`src/rtl/logic_gate_pipe.sv`:
```
// Two-stage pipelined W-bit logic unit with valid/ready on both sides,
// an accumulator usable as operand B, and zero/parity/ones result flags.
module logic_gate_pipe #(
  parameter int W  = 8,
  parameter int CW = $clog2(W + 1)
) (
  input  logic          clk,
  input  logic          rstn,
  input  logic          in_valid,
  output logic          in_ready,
  input  logic [W-1:0]  in_a,
  input  logic [W-1:0]  in_b,
  input  logic [2:0]    in_op,
  input  logic          in_acc,
  input  logic          acc_clr,
  output logic          out_valid,
  input  logic          out_ready,
  output logic [W-1:0]  out_y,
  output logic          out_zero,
  output logic          out_parity,
  output logic [CW-1:0] out_ones,
  output logic [W-1:0]  acc_value
);

  typedef enum logic [2:0] {
    OP_AND  = 3'd0,
    OP_OR   = 3'd1,
    OP_XOR  = 3'd2,
    OP_NAND = 3'd3,
    OP_NOR  = 3'd4,
    OP_XNOR = 3'd5,
    OP_NOTA = 3'd6,
    OP_PASS = 3'd7
  } op_e;

  logic          s1_valid_q, s1_valid_d;
  logic [W-1:0]  s1_a_q, s1_a_d;
  logic [W-1:0]  s1_b_q, s1_b_d;
  op_e           s1_op_q, s1_op_d;
  logic          s1_acc_q, s1_acc_d;

  logic          s2_valid_q, s2_valid_d;
  logic [W-1:0]  s2_y_q, s2_y_d;
  logic          s2_zero_q, s2_zero_d;
  logic          s2_par_q, s2_par_d;
  logic [CW-1:0] s2_ones_q, s2_ones_d;

  logic [W-1:0]  acc_q, acc_d;

  logic          s2_free;
  logic          mv;
  logic          push;
  logic [W-1:0]  opb;
  logic [W-1:0]  y;
  logic [CW-1:0] ones;

  assign s2_free  = !s2_valid_q || out_ready;
  assign mv       = s1_valid_q && s2_free;
  assign in_ready = !s1_valid_q || s2_free;
  assign push     = in_valid && in_ready;

  assign opb = s1_acc_q ? acc_q : s1_b_q;

  always_comb begin
    y = '0;
    unique case (s1_op_q)
      OP_AND:  y = s1_a_q & opb;
      OP_OR:   y = s1_a_q | opb;
      OP_XOR:  y = s1_a_q ^ opb;
      OP_NAND: y = ~(s1_a_q & opb);
      OP_NOR:  y = ~(s1_a_q | opb);
      OP_XNOR: y = ~(s1_a_q ^ opb);
      OP_NOTA: y = ~s1_a_q;
      OP_PASS: y = s1_a_q;
      default: y = '0;
    endcase
  end

  always_comb begin
    ones = '0;
    for (int i = 0; i < W; i++) begin
      ones = ones + CW'(y[i]);
    end
  end

  always_comb begin
    s1_valid_d = s1_valid_q;
    s1_a_d     = s1_a_q;
    s1_b_d     = s1_b_q;
    s1_op_d    = s1_op_q;
    s1_acc_d   = s1_acc_q;
    if (mv) begin
      s1_valid_d = 1'b0;
    end
    if (push) begin
      s1_valid_d = 1'b1;
      s1_a_d     = in_a;
      s1_b_d     = in_b;
      s1_op_d    = op_e'(in_op);
      s1_acc_d   = in_acc;
    end
  end

  always_comb begin
    s2_valid_d = s2_valid_q;
    s2_y_d     = s2_y_q;
    s2_zero_d  = s2_zero_q;
    s2_par_d   = s2_par_q;
    s2_ones_d  = s2_ones_q;
    if (s2_valid_q && out_ready) begin
      s2_valid_d = 1'b0;
    end
    if (mv) begin
      s2_valid_d = 1'b1;
      s2_y_d     = y;
      s2_zero_d  = (y == '0);
      s2_par_d   = ^y;
      s2_ones_d  = ones;
    end
  end

  // Clear wins over a same-edge write-back; the result still goes to S2.
  always_comb begin
    acc_d = acc_q;
    if (acc_clr) begin
      acc_d = '0;
    end else if (mv && s1_acc_q) begin
      acc_d = y;
    end
  end

  always_ff @(posedge clk or negedge rstn) begin
    if (!rstn) begin
      s1_valid_q <= 1'b0;
      s1_a_q     <= '0;
      s1_b_q     <= '0;
      s1_op_q    <= OP_AND;
      s1_acc_q   <= 1'b0;
      s2_valid_q <= 1'b0;
      s2_y_q     <= '0;
      s2_zero_q  <= 1'b1;
      s2_par_q   <= 1'b0;
      s2_ones_q  <= '0;
      acc_q      <= '0;
    end else begin
      s1_valid_q <= s1_valid_d;
      s1_a_q     <= s1_a_d;
      s1_b_q     <= s1_b_d;
      s1_op_q    <= s1_op_d;
      s1_acc_q   <= s1_acc_d;
      s2_valid_q <= s2_valid_d;
      s2_y_q     <= s2_y_d;
      s2_zero_q  <= s2_zero_d;
      s2_par_q   <= s2_par_d;
      s2_ones_q  <= s2_ones_d;
      acc_q      <= acc_d;
    end
  end

  assign out_valid  = s2_valid_q;
  assign out_y      = s2_y_q;
  assign out_zero   = s2_zero_q;
  assign out_parity = s2_par_q;
  assign out_ones   = s2_ones_q;
  assign acc_value  = acc_q;

endmodule
```
`config.mk`:
```
export PLATFORM = sky130hd
export DESIGN_NAME = logic_gate_pipe
export DESIGN_NICKNAME = d
export VERILOG_FILES = /design/src/rtl/logic_gate_pipe.sv
export SDC_FILE = /design/constraint.sdc
export NUM_CORES = 1
export LEC_CHECK = 0
export BUFFER_PORTS_ARGS = -buffer_cell sky130_fd_sc_hd__buf_2
export CAP_MARGIN = 20
export CORE_AREA = 3 3 99 101
export CTS_CLUSTER_DIAMETER = 60
export DETAILED_ROUTE_END_ITERATION = 6
export DIE_AREA = 0 0 102 104
export HOLD_SLACK_MARGIN = 0.02
export PLACE_DENSITY = 0.57
export SLEW_MARGIN = 20
export SYNTH_ARGS = -nofsm -noshare
export SYNTH_HDL_FRONTEND = slang
export SYNTH_SLANG_ARGS = --single-unit
```
`constraint.sdc`:
```
create_clock -name clk -period 11.2 [get_ports clk]
set_input_delay 0.56 -clock clk [delete_from_list [all_inputs] [get_ports clk]]
set_output_delay 0.56 -clock clk [all_outputs]
set_load 0.1 [all_outputs]
```
# [Word-level counts from Yosys, hierarchy flattened]
# Cells that the tools add are included.
[classes] n_eq_ne=7 mul=0 order_cmp=0 bitwise=7 n_div=0 reduce_logical=14 shift=0 addsub=7 mux=8
[op_table] op="8-bit case mux with 8 select lines" count=1
[op_table] op="8-bit inverter" count=4
[op_table] op="8-bit 2-to-1 mux" count=3
[op_table] op="4-bit by 1-bit adder with 4-bit output" count=4
[op_table] op="3-bit equality test (second input constant)" count=4
[op_table] op="8-bit AND" count=1
[op_table] op="8-bit logical NOT" count=1
[op_table] op="8-bit bitwise OR" count=1
[op_table] op="8-bit parity" count=1
[op_table] op="8-bit XOR" count=1
[op_table] op="3-bit by 2-bit equality test with 1-bit output (second input constant)" count=2
[op_table] op="2-bit nonzero test" count=3
[op_table] op="3-bit by 1-bit adder with 4-bit output" count=1
[op_table] op="1-bit logical AND" count=4
[op_table] op="1-bit 2-to-1 mux" count=4
[op_table] op="2-bit by 1-bit adder with 3-bit output" count=1
[op_table] op="3-bit by 1-bit equality test with 1-bit output (second input constant)" count=1
[op_table] op="3-bit logical NOT" count=1
[op_table] op="1-bit by 1-bit adder with 2-bit output" count=1
[op_table] op="1-bit logical NOT" count=2
[op_table] op="1-bit logical OR" count=2
[word_totals] ramBits=0 latchBits=0 mem_count=0 word_cells=54 out_inout_bits=24 regBits=44 mem_bits_ro=0

# [Longest topological paths before layout]
[logic_depth] word_depth=11 ltp_mapped=18

# [Worst setup path after synthesis]
# Ideal clock, no wire load.
[synth_path] path_type="reg-to-reg" startpoint="reg acc_q[3] (netlist: acc_value[3])" endpoint="reg s2_ones_q[2] (netlist: out_ones[2])" path_buffers=0 stages_incl_launch_ff=16 synth_period_minus_slack_ns=4.481 path_slack_ns=6.719 arrival_ns=4.398 required_ns=11.117 path_cell_list="dfrtp_1 -> mux2i_1 -> ha_1 -> nand2b_1 -> nand2_1 -> mux4_2 -> fa_1 -> fa_1 -> inv_1 -> fa_1 -> inv_1 -> ha_1 -> inv_1 -> fa_1 -> xor2_1 -> o21ai_0"
[synth_between] elab_chain_len=9
[synth_lines] item="start: declaration" line="48" rtl="logic [W-1:0] acc_q, acc_d;"
[synth_lines] item="start signal: assignment" line="144" rtl="acc_q <= '0;"
[synth_lines] item="start signal: assignment" line="156" rtl="acc_q <= acc_d;"
[synth_lines] item="8-bit 2-to-1 mux *" line="62" rtl="assign opb = s1_acc_q ? acc_q : s1_b_q;"
[synth_lines] item="8-bit XOR, or another cell as far along" line="69, 72"
[synth_lines] item="8-bit inverter, on equally long branches" line="72, 70, 71"
[synth_lines] item="8-bit case mux with 8 select lines *" line="66" rtl="unique case (s1_op_q)"
[synth_lines] item="named net y[3]" line="54" rtl="logic [W-1:0] y;"
[synth_lines] item="3-bit by 1-bit adder with 4-bit output *" line="82" rtl="ones = ones + CW'(y[i]);"
[synth_lines] item="4-bit by 1-bit adder with 4-bit output * (4 in a row)" line="82"
[synth_lines] item="end signal: assignment" line="155" rtl="s2_ones_q <= s2_ones_d;"
[synth_lines] item="end: declaration" line="46" rtl="logic [CW-1:0] s2_ones_q, s2_ones_d;"
# Mark *: on every way through the listed nets, which the timed path passes. The rest lies on a longest branch.
# A chain may end at the register's enable or synchronous reset.

# [Worst setup path after layout]
[layout_path] startpoint="reg s1_acc_q" endpoint="reg s2_ones_q[2] (netlist: out_ones[2])"
[layout_between] elab_chain_len=11
[layout_lines] item="start: declaration" line="40" rtl="logic s1_acc_q, s1_acc_d;"
[layout_lines] item="start signal: assignment" line="138" rtl="s1_acc_q <= 1'b0;"
[layout_lines] item="start signal: assignment" line="150" rtl="s1_acc_q <= s1_acc_d;"
[layout_lines] item="8-bit 2-to-1 mux *" line="62"
[layout_lines] item="8-bit XOR, or another cell as far along" line="69, 72"
[layout_lines] item="8-bit inverter, on equally long branches" line="72, 70, 71"
[layout_lines] item="8-bit case mux with 8 select lines *" line="66"
[layout_lines] item="named net y[1]" line="54"
[layout_lines] item="1-bit by 1-bit adder with 2-bit output *" line="82"
[layout_lines] item="2-bit by 1-bit adder with 3-bit output *" line="82"
[layout_lines] item="3-bit by 1-bit adder with 4-bit output *" line="82"
[layout_lines] item="4-bit by 1-bit adder with 4-bit output * (4 in a row)" line="82"
# Marked as above.

==> impl_metrics.json <==
{
  "dp_cells": 463,
  "cts_buffers": 5,
  "synth_nets": 371,
  "die-area_sq_um": 10600,
  "yosys.area.top_type": "dfrtp_1",
  "synth.area.top_cells": "dfrtp_1 34%, ha_1 9.6%, mux2_2 9.0%",
  "cts_root_buf": "clkbuf_8",
  "hold_viol": 0,
  "slew_viol_final": 0,
  "clock_tree.buffer_depth": 2,
  "cts_tree": "built",
  "r2r_slack_ns": 6.62,
  "syn_avg_cell_area_sq_um": 9.88,
  "initial_utilization": 0.345,
  "cts_sinks": 44,
  "post_drt_wl_per_cell_microns": 14.9,
  "synth_top_area_share": 0.342,
  "maxCapViolations": 0,
  "peakVddDrop_mv": 0.120,
  "cts_setup_buffers": 0,
  "viasPerCell": 5.05,
  "fin_area_sq_um": 3580,
  "setup_viol": 0,
  "synth-seq-cells": 44,
  "async_flop_share": 1.00,
  "tightestPinTransition_ns": 0.885,
  "rr_worst_depth": 16,
  "worstPathMaxFanout": 12,
  "crit_required_ns": 11.43,
  "grt_max_degree": 45,
  "yosysSeqAreaShare": 0.351,
  "drtIter0Drc": 156,
  "first_pass_iters": 4,
  "r2r_end": "out_ones[2]$_DFFE_PN0P_",
  "gp_congestion": 0.823,
  "cts_hold_buffers": 0,
  "ys_types": 51,
  "gr-usage-all-layers": 0.140,
  "crit_slowest_cell": "dfrtp_1",
  "clock_skew_ns": 0.0117,
  "arrival_ns": 4.80,
  "grt_pass1_wl_microns": 11800,
  "htreeDepth": 2,
  "worstSetupPathType": "reg -> reg",
  "dpl_cell_area_sq_um": 3450,
  "grt_antenna_before_repair": 0,
  "remaining_drc_errors": 0,
  "synthCells": 318,
  "startpoint_type": "flop",
  "fin_tns_setup_ns": 0,
  "die_w_microns": 102,
  "portBuffers": 48,
  "p_per_area_nw_per_um2": 256,
  "core-area_sq_um": 9110,
  "clock.fmax_mhz": 218,
  "cts_resized": 0,
  "grt_pass1_vias": 2383,
  "insertion_delay_ns": 0.30,
  "io-pin-count": 49,
  "row_count": 35,
  "vias": 2380,
  "worst_setup_path_end_kind": "flop",
  "yosys_warnings": 0,
  "area_delta_synth_final_pct": 13.9,
  "wirelength_microns": 7030,
  "nets": 412,
  "num_antenna_cells": 0,
  "outcome": "complete, no violations",
  "slew_headroom": 0.410,
  "syn_area_sq_um": 3140,
  "synth_edf_count": 0,
  "grt_overflow_total": 0,
  "hpwl_microns": 5370,
  "antenna_left": 0,
  "rsz0062_at_grt": "no",
  "clkSlewWorstSetupHoldPaths_ns": 0.09,
  "fillers": 918,
  "drive_gt1_frac": 0.272,
  "hp-class": "in -> async",
  "period_minus_slack_ns": 4.58,
  "instances_no_fill": 471,
  "r2r_start": "s1_acc_q$_DFFE_PN0P_",
  "leakagePower_nw": 1.71,
  "synth_ff_type": "dfrtp_1",
  "fin_crit_sh": 0.409,
  "slowest_delay_ns": 0.76,
  "path_cells": "mux2i_1 -> ha_1 -> nand3b_1 -> a21oi_1 -> o221ai_1 -> inv_1 -> fa_1 -> fa_1 -> inv_1 -> fa_1 -> inv_1 -> ha_1 -> inv_1 -> fa_1 -> xor2_1 -> o21ai_0",
  "die_y_microns": 104
}
## per-stage QoR
stage	setup WS, ns	hold slack (ns)	total power (W)	util
6_report	6.62	0.250	0.000917	0.393
5_1_grt	6.23	0.299	0.00100	0.393
4_1_cts	6.59	0.451	0.000927	0.393
3_5_place_dp	6.62	0.465	0.000793	0.379
3_3_place_gp	6.79	0.458	0.000779	0.379
2_1_floorplan	6.72	0.264	0.000683	-
## state kept, by name (all words and copies together) (netlist names)
name and cells:
s1_b_q 8, s1_op_q 3, out_valid 1, out_zero 1, s1_acc_q 1, s1_a_q 8
s1_valid_q 1, out_y 8, out_parity 1, acc_value 8, out_ones 4
## synthesized netlist by cell type (all sizes together), types with 2 or more instances
master / count
or2: 3
mux2i: 10
xnor2: 3
ha: 24
mux2: 25
xor2: 7
o31ai: 2
o41ai: 2
a22o: 2
a31oi: 4
fa: 4
nor2b: 7
dfrtp: 43
inv: 29
nand2: 24
and2: 6
o221ai: 5
buf: 13
clkbuf: 3
nor2: 13
a32oi: 4
mux4: 3
o32a: 2
nand3b: 4
nand2b: 20
o21ai: 20
a21oi: 9
or2b: 2
o211ai: 3
o21ba: 4
nor3: 2
o21a: 2
## cell type report
type / instances / area [sq um] / share of cell area
clock buffer: 6 / 82.6 / 0.0231
clock inverter: 2 / 38.8 / 0.0108
inverter: 30 / 113 / 0.0315
multi-input combinational: 228 / 1850 / 0.516
sequential: 44 / 1100 / 0.308
tap: 111 / 139 / 0.0388
timing repair buffer: 50 / 258 / 0.0720
## cells by family after synthesis
family          share of synthesized area
buf+inv                            0.0621
flops                               0.351
compound gates                      0.148
mux                                 0.143
xor+xnor                           0.0326
fa+ha+maj                           0.121
simple gates                        0.143
## worst max path at each step
stage / from / to / slack [ns] / cells past startpoint
after floorplan: acc_value[3]$_DFFE_PN0P_ / out_ones[2]$_DFFE_PN0P_ / 6.72 / 15
after global placement: s1_acc_q$_DFFE_PN0P_ / out_ones[2]$_DFFE_PN0P_ / 6.79 / 15
after detailed placement: s1_acc_q$_DFFE_PN0P_ / out_ones[2]$_DFFE_PN0P_ / 6.62 / 16
after CTS: s1_acc_q$_DFFE_PN0P_ / out_ones[2]$_DFFE_PN0P_ / 6.59 / 16
after global routing: s1_acc_q$_DFFE_PN0P_ / out_ones[2]$_DFFE_PN0P_ / 6.23 / 16
final: s1_acc_q$_DFFE_PN0P_ / out_ones[2]$_DFFE_PN0P_ / 6.62 / 16
## cell usage in the layout, fill, tap and decap left out, drive strengths merged, types with 3 or more instances in the layout
cell     n
a21oi    9
a31oi    4
a32oi    4
and2     6
buf     50
clkbuf   6
dfrtp   43
fa       4
ha      24
inv     29
mux2    25
mux2i   10
mux4     3
nand2   24
nand2b  20
nand3b   4
nor2    13
nor2b    7
o211ai   3
o21ai   20
o21ba    4
o221ai   5
or2      3
xnor2    3
xor2     7
## per-layer routing
layer	track usage	part of all wire	up-vias	wire [microns]
li1	-	-	1185	-
met1	0.184	0.45	1125	3170
met2	0.219	0.48	60	3380
met3	0.0315	0.045	10	315
met4	0.0553	0.023	0	165
met5	0	0	-	0
## power by group
part	leakage, nW	internal, W	switching (W)
Clock	0.0614	0.0000730	0.0000581
Sequential	0.532	0.000194	0.0000319
Combinational	1.12	0.000186	0.000373
Total	1.71	0.000453	0.000463
## critical path: cells and delay by family, from the launching register on
family / cells / cell delay, ns
fa+ha+maj: 6 / 2.21
flops: 1 / 0.76
compound gates: 3 / 0.59
buf+inv: 4 / 0.32
mux: 1 / 0.31
simple gates: 1 / 0.16
xor+xnor: 1 / 0.14
(Power assumes the default switching activity.)
